<file path="src/rtl/accum_accum_sched_pkg.sv">
// Shared widths and arithmetic helper for the accumulator job scheduler.
// State encodings stay local to the scheduler; this package holds no typedefs.
package accum_accum_sched_pkg;

    localparam int ADDR_W = 32;
    localparam int DATA_W = 32;
    localparam int NUM_REQ = 2;

    // Per-job sum from a free-running accumulator; wraps modulo 2^DATA_W.
    function automatic logic [DATA_W-1:0] job_delta(input logic [DATA_W-1:0] now_val,
                                                    input logic [DATA_W-1:0] base_val);
        return now_val - base_val;
    endfunction

endpackage

</file>
<file path="src/rtl/accum_accum_sched_arb2.sv">
// Two-input round-robin arbiter. The pointer favours the requester that was
// not granted last and only moves when a grant is actually issued.
module accum_accum_sched_arb2
    import accum_accum_sched_pkg::*;
(
    input  logic               clk,
    input  logic               reset,
    input  logic [NUM_REQ-1:0] reqs,
    input  logic               en,
    output logic [NUM_REQ-1:0] grants
);

    logic ptr_reg;  // 0: requester 0 favoured, 1: requester 1 favoured

    always_comb begin
        grants = '0;
        if (en) begin
            if (reqs == 2'b11) begin
                grants = ptr_reg ? 2'b10 : 2'b01;
            end else begin
                grants = reqs;
            end
        end
    end

    always_ff @(posedge clk) begin
        if (reset) begin
            ptr_reg <= 1'b0;
        end else if (|grants) begin
            // Granting requester 0 hands priority to requester 1 and vice versa.
            ptr_reg <= grants[0];
        end
    end

endmodule

</file>
<file path="src/rtl/accum_accum_sched.sv">
// Schedules jobs from two requesters onto a single accumulator unit and
// returns each job's sum, derived from the accumulator's cumulative result.
module accum_accum_sched
    import accum_accum_sched_pkg::*;
(
    input  logic              clk,
    input  logic              reset,
    input  logic              req0_val,
    output logic              req0_rdy,
    input  logic [ADDR_W-1:0] req0_base_addr,
    input  logic [DATA_W-1:0] req0_size,
    input  logic              req1_val,
    output logic              req1_rdy,
    input  logic [ADDR_W-1:0] req1_base_addr,
    input  logic [DATA_W-1:0] req1_size,
    output logic              resp_val,
    input  logic              resp_rdy,
    output logic [DATA_W-1:0] resp_result,
    output logic              resp_id,
    output logic              accum_go,
    output logic [ADDR_W-1:0] accum_base_addr,
    output logic [DATA_W-1:0] accum_size,
    input  logic              accum_done,
    input  logic [DATA_W-1:0] accum_result
);

    // Three-bit encoding leaves spare codes so a corrupted state can recover.
    localparam logic [2:0] ST_IDLE = 3'd0;
    localparam logic [2:0] ST_GO   = 3'd1;
    localparam logic [2:0] ST_BUSY = 3'd2;
    localparam logic [2:0] ST_RESP = 3'd3;

    logic [2:0]         state_reg;
    logic [2:0]         state_next;
    logic [NUM_REQ-1:0] req_vals;
    logic [NUM_REQ-1:0] grants;
    logic               accept;
    logic               grant_id;
    logic [ADDR_W-1:0]  sel_base;
    logic [DATA_W-1:0]  sel_size;
    logic [ADDR_W-1:0]  base_reg;
    logic [DATA_W-1:0]  size_reg;
    logic               id_reg;
    logic [DATA_W-1:0]  baseline_reg;
    logic [DATA_W-1:0]  result_reg;

    assign req_vals = {req1_val, req0_val};

    accum_accum_sched_arb2 u_arb (
        .clk    (clk),
        .reset  (reset),
        .reqs   (req_vals),
        .en     (state_reg == ST_IDLE),
        .grants (grants)
    );

    assign accept   = |grants;
    assign grant_id = grants[1];
    assign sel_base = grant_id ? req1_base_addr : req0_base_addr;
    assign sel_size = grant_id ? req1_size : req0_size;

    always_ff @(posedge clk) begin
        if (reset) begin
            state_reg <= ST_IDLE;
        end else begin
            state_reg <= state_next;
        end
    end

    always_comb begin
        state_next = state_reg;
        case (state_reg)
            ST_IDLE: begin
                if (accept) begin
                    state_next = (sel_size == '0) ? ST_RESP : ST_GO;
                end
            end
            ST_GO:   state_next = ST_BUSY;
            ST_BUSY: begin
                if (accum_done) begin
                    state_next = ST_RESP;
                end
            end
            ST_RESP: begin
                if (resp_rdy) begin
                    state_next = ST_IDLE;
                end
            end
            default: state_next = ST_IDLE;
        endcase
    end

    always_comb begin
        req0_rdy = grants[0];
        req1_rdy = grants[1];
        accum_go = (state_reg == ST_GO);
        resp_val = (state_reg == ST_RESP);
    end

    // Job parameters, baseline snapshot and per-job result.
    always_ff @(posedge clk) begin
        if (reset) begin
            base_reg     <= '0;
            size_reg     <= '0;
            id_reg       <= 1'b0;
            baseline_reg <= '0;
            result_reg   <= '0;
        end else begin
            if (accept) begin
                base_reg <= sel_base;
                size_reg <= sel_size;
                id_reg   <= grant_id;
                if (sel_size == '0) begin
                    result_reg <= '0;
                end
            end
            if (state_reg == ST_GO) begin
                baseline_reg <= accum_result;
            end
            if ((state_reg == ST_BUSY) && accum_done) begin
                result_reg <= job_delta(accum_result, baseline_reg);
            end
        end
    end

    assign accum_base_addr = base_reg;
    assign accum_size      = size_reg;
    assign resp_result     = result_reg;
    assign resp_id         = id_reg;

endmodule
</file>
<file path="config.mk">
export PLATFORM = sky130hd
export DESIGN_NAME = accum_accum_sched
export DESIGN_NICKNAME = d
export VERILOG_FILES = /design/src/rtl/accum_accum_sched_pkg.sv /design/src/rtl/accum_accum_sched_arb2.sv /design/src/rtl/accum_accum_sched.sv
export SDC_FILE = /design/constraint.sdc
export NUM_CORES = 1
export LEC_CHECK = 0
export ABC_AREA = 1
export BUFFER_PORTS_ARGS = -buffer_cell sky130_fd_sc_hd__buf_2
export CAP_MARGIN = 20
export CORE_MARGIN = 2
export CORE_UTILIZATION = 56
export DETAILED_ROUTE_END_ITERATION = 10
export PLACE_DENSITY = 0.87
export SLEW_MARGIN = 20
export SYNTH_ARGS = -nofsm -noshare
export SYNTH_HDL_FRONTEND = slang
export SYNTH_HIERARCHICAL = 1
export SYNTH_SLANG_ARGS = --single-unit
</file>
<file path="constraint.sdc">
create_clock -name clk -period 3.9 [get_ports clk]
set_input_delay 0 -clock clk [delete_from_list [all_inputs] [get_ports clk]]
set_output_delay 0 -clock clk [all_outputs]
set_load 0.05 [all_outputs]
</file>
==> impl_metrics.csv <==
group,metric,value,unit
run_status,outcome,"complete, no violations",
pwr,power.clock.fraction,0.201,
logic_synthesis,ys_seq_area_frac,0.325,
pwr,peakVddDrop,0.540,mV
logic_synthesis,netlist_area,8130,um2
worst_setup_path,cp_max_fo,37,
final_layout,final_net_count,1907,
pwr,pwr-share-comb,0.558,
logic_synthesis,syn_inst,1301,
logic_synthesis,synth_top_family_by_area,"simple AND/OR/NAND/NOR gates",
clock_tree,cts_resized,0,
logic_synthesis,synth.distinct_cells,32,
worst_setup_path,path_cells,"inv_1, ha_1, nand2_1, a21oi_4, buf_12, nand2_1, o21ai_0, nand2_1, nor2_1, nand2_1, nor2_2, nand3_4, nand3_2, a21oi_1",
final_layout,area_growth,44.7,%
clock_tree,path_clk_slew,60,ps
pwr,p_per_area,703,nW/um2
sta,rsz0062_at_grt,"false",
worst_setup_path,worst-endpoint-arrival,3800,ps
worst_setup_path,slowest_stage,"a21oi_4",
logic_synthesis,syn_area_per_cell,6.25,um2
drt,drc,0,
worst_setup_path,critPathMaxStageDelay,580,ps
final_layout,drive_gt1_frac,0.204,
placed_design,dpl.hpwl,18100,um
logic_synthesis,synth_xor_area_frac,0.00108,
placed_design,io_buffers,266,
worst_setup_path,critical_path_class,"reg2reg",
worst_setup_path,rr_worst_depth,14,
floorplanning,num_rows,44,
clock_tree,h-tree-depth,4,
floorplanning,die_y,125,um
drt,drtIter0Drc,1107,
global_route,grt_max_degree,64,
logic_synthesis,ys_warn_count,6,
sta,finalHoldViolCount,0,
logic_synthesis,synth_adder_area_share,0.0579,
clock_tree,clk_latency,440,ps
logic_synthesis,synth_compound_area_frac,0.153,
sta,slew_headroom,0.283,
drt,routed_wl,32800,um
pwr,power_frac_seq,0.241,
worst_setup_path,crit_path_start_kind,"flop",
drt,vias,10700,
global_route,grt_pass1_wl,51300,um
logic_synthesis,synth.mux.area_fraction,0,
clock_tree,post_cts_buffers,0,
pwr,p_total,8.27,mW
clock_tree,clock_path_buffers,2,
drt,ant_nets,0,
floorplanning,core-area,14400,um2
sta,timing.final.crit_share,0.905,
sta,setup_ws,369,ps
sta,fin_skew,12.0,ps
worst_setup_path,crit_required,4170,ps
clock_tree,cts_sinks,132,
floorplanning,die_area,15500,um2
floorplanning,initial_core_util,0.566,
floorplanning,die-width,125,um
global_route,gr-total-overflow,0,
global_route,grt_pass1_vias,10600,
logic_synthesis,syn_nets,1504,
sta,maxSlewViolCount,0,
pwr,swShare,0.491,
drt,drt-pass1-iter-count,8,
final_layout,fin_util,0.819,
drt,wire_per_inst,17.2,um
clock_tree,cts_tree,"yes",
final_layout,fin_area,11800,um2
drt,vias_per_cell,5.59,
placed_design,place_area,9520,um2
placed_design,place_ws,721,ps
sta,setup_viol,0,
sta,worst_slew_pin_slew,1070,ps
pwr,power.internal,4.21,mW
sta,timing.fmax,283,MHz
clock_tree,ctsRootBufferMaster,"clkbuf_16",
logic_synthesis,yosys_register_bits,132,
worst_hold_path,hold_class,"in2reg",
flow_run,cap_viol_max_count,0,
pwr,switching_power,4.06,mW
global_route,antenna_found_initial,9,
global_route,gr-usage-all-layers,0.411,
clock_tree,cts_buffers,17,
logic_synthesis,yosys.area_share.simple,0.326,
floorplanning,ioPinCount,267,
sta,tns,0,ps
worst_hold_path,hold_depth,4,
sta,min_period,3530,ps
worst_setup_path,cp_common_cell,"nand2_1",
worst_setup_path,cp-end-kind,"flop",
pwr,power_leakage,6.29,nW
placed_design,place.gp.congestion,0.963,
cells by family (layout without fill, tap and decap cells):
family,after synthesis,after routing
xor gates and xnor gates,1,1
buffers and inverters,279,695
DFF,132,132
and+or+nand+nor,608,608
other,0,10
AOI/OAI and AO/OA,244,244
adders and majority gates,37,37
per-layer routing:
| metal | global-route usage | wire, um | vias up |
|---|---|---|---|
| li1 | - | - | 4884 |
| met1 | 0.449 | 11600 | 4769 |
| met2 | 0.702 | 15400 | 771 |
| met3 | 0.101 | 3130 | 254 |
| met4 | 0.279 | 2730 | 0 |
| met5 | 0 | 0 | - |
final timing paths:
check | slack [ps] | to | start
setup reg to reg | 370 | resp_result[20] | state_reg[0]
setup / recovery | 370 | resp_result[20] | state_reg[0]
hold reg to reg | 460 | baseline_reg[25] | baseline_reg[25]
hold / removal | 30 | state_reg[1] | accum_done
cell usage after synthesis (all sizes together):
cell    instances  share of area
inv           225           0.10
ha             36          0.055
o21bai          3         0.0028
buf            16          0.016
clkbuf         36          0.017
nand2         418           0.19
nand4           5         0.0038
a21o            1        0.00092
a21oi         129          0.080
dfxtp         132           0.32
nand3b          4         0.0037
nand3         114          0.090
nor2           54          0.026
o221ai          1         0.0011
o21ai         110          0.068
or2            10         0.0077
xnor2           1         0.0011
nor3            3         0.0018
clkinv          2        0.00092
fa              1         0.0025
per-stage QoR:
| step | instances | hold WS (ps) |
|---|---|---|
| finish | 1911 | 34.1 |
| global route | 1910 | 55.2 |
| CTS | 1900 | 19.1 |
| detailed placement | 1707 | 262 |
| global placement | 1707 | 254 |
| floorplan | 1301 | 62.4 |
cell usage in the layout (no fill, tap or decap), types with 5 or more instances in the layout:
cell           synthesis  routed
o21ai_1               20      20
o21ai_0               89      89
or2_1                  6       6
buf_2                  2     266
buf_4                  1       7
nand3_1               83      83
ha_1                  36      36
dfxtp_1              132     132
dlygate4sd3_1          0     161
clkbuf_16              0      17
inv_1                224     223
diode_2                0      10
nand4_1                5       5
nand2_1              417     416
a21oi_1              128     127
nor2_1                51      51
nand3_2               30      30
timing repair:
item | in CTS | in global routing
hold buffers | 161 | 0
endpoints found under the setup margin | 0 | 0
endpoints found under the hold margin | 99 | 0
cell type report:
cell class              instances  area, um2
flip-flops and latches        132       2640
fillers                       888       2600
repair buffers                436       3030
inverters                     227        852
clock buffers                  21        470
diodes                         10       25.0
clock inverters                11        125
well taps                     184        230
multi-input cells             890       4390
power groups by stage:
stage	registers, mW	logic [mW]	clock network (mW)
detailed placement	1.96	3.88	0
floorplan	2.85	2.12	0
finish	1.99	4.61	1.66
global route	2.01	4.99	1.72
global placement	1.95	3.83	0
CTS	1.95	4.34	1.64
critical path, delay by kind of cell (launching register included):
family	cells	cell delay (ps)
compound gates	3	880
fa+ha+maj	1	230
buf+inv	2	380
flops	1	340
simple gates	8	1530
No activity file was read; power rests on OpenSTA's default activity.
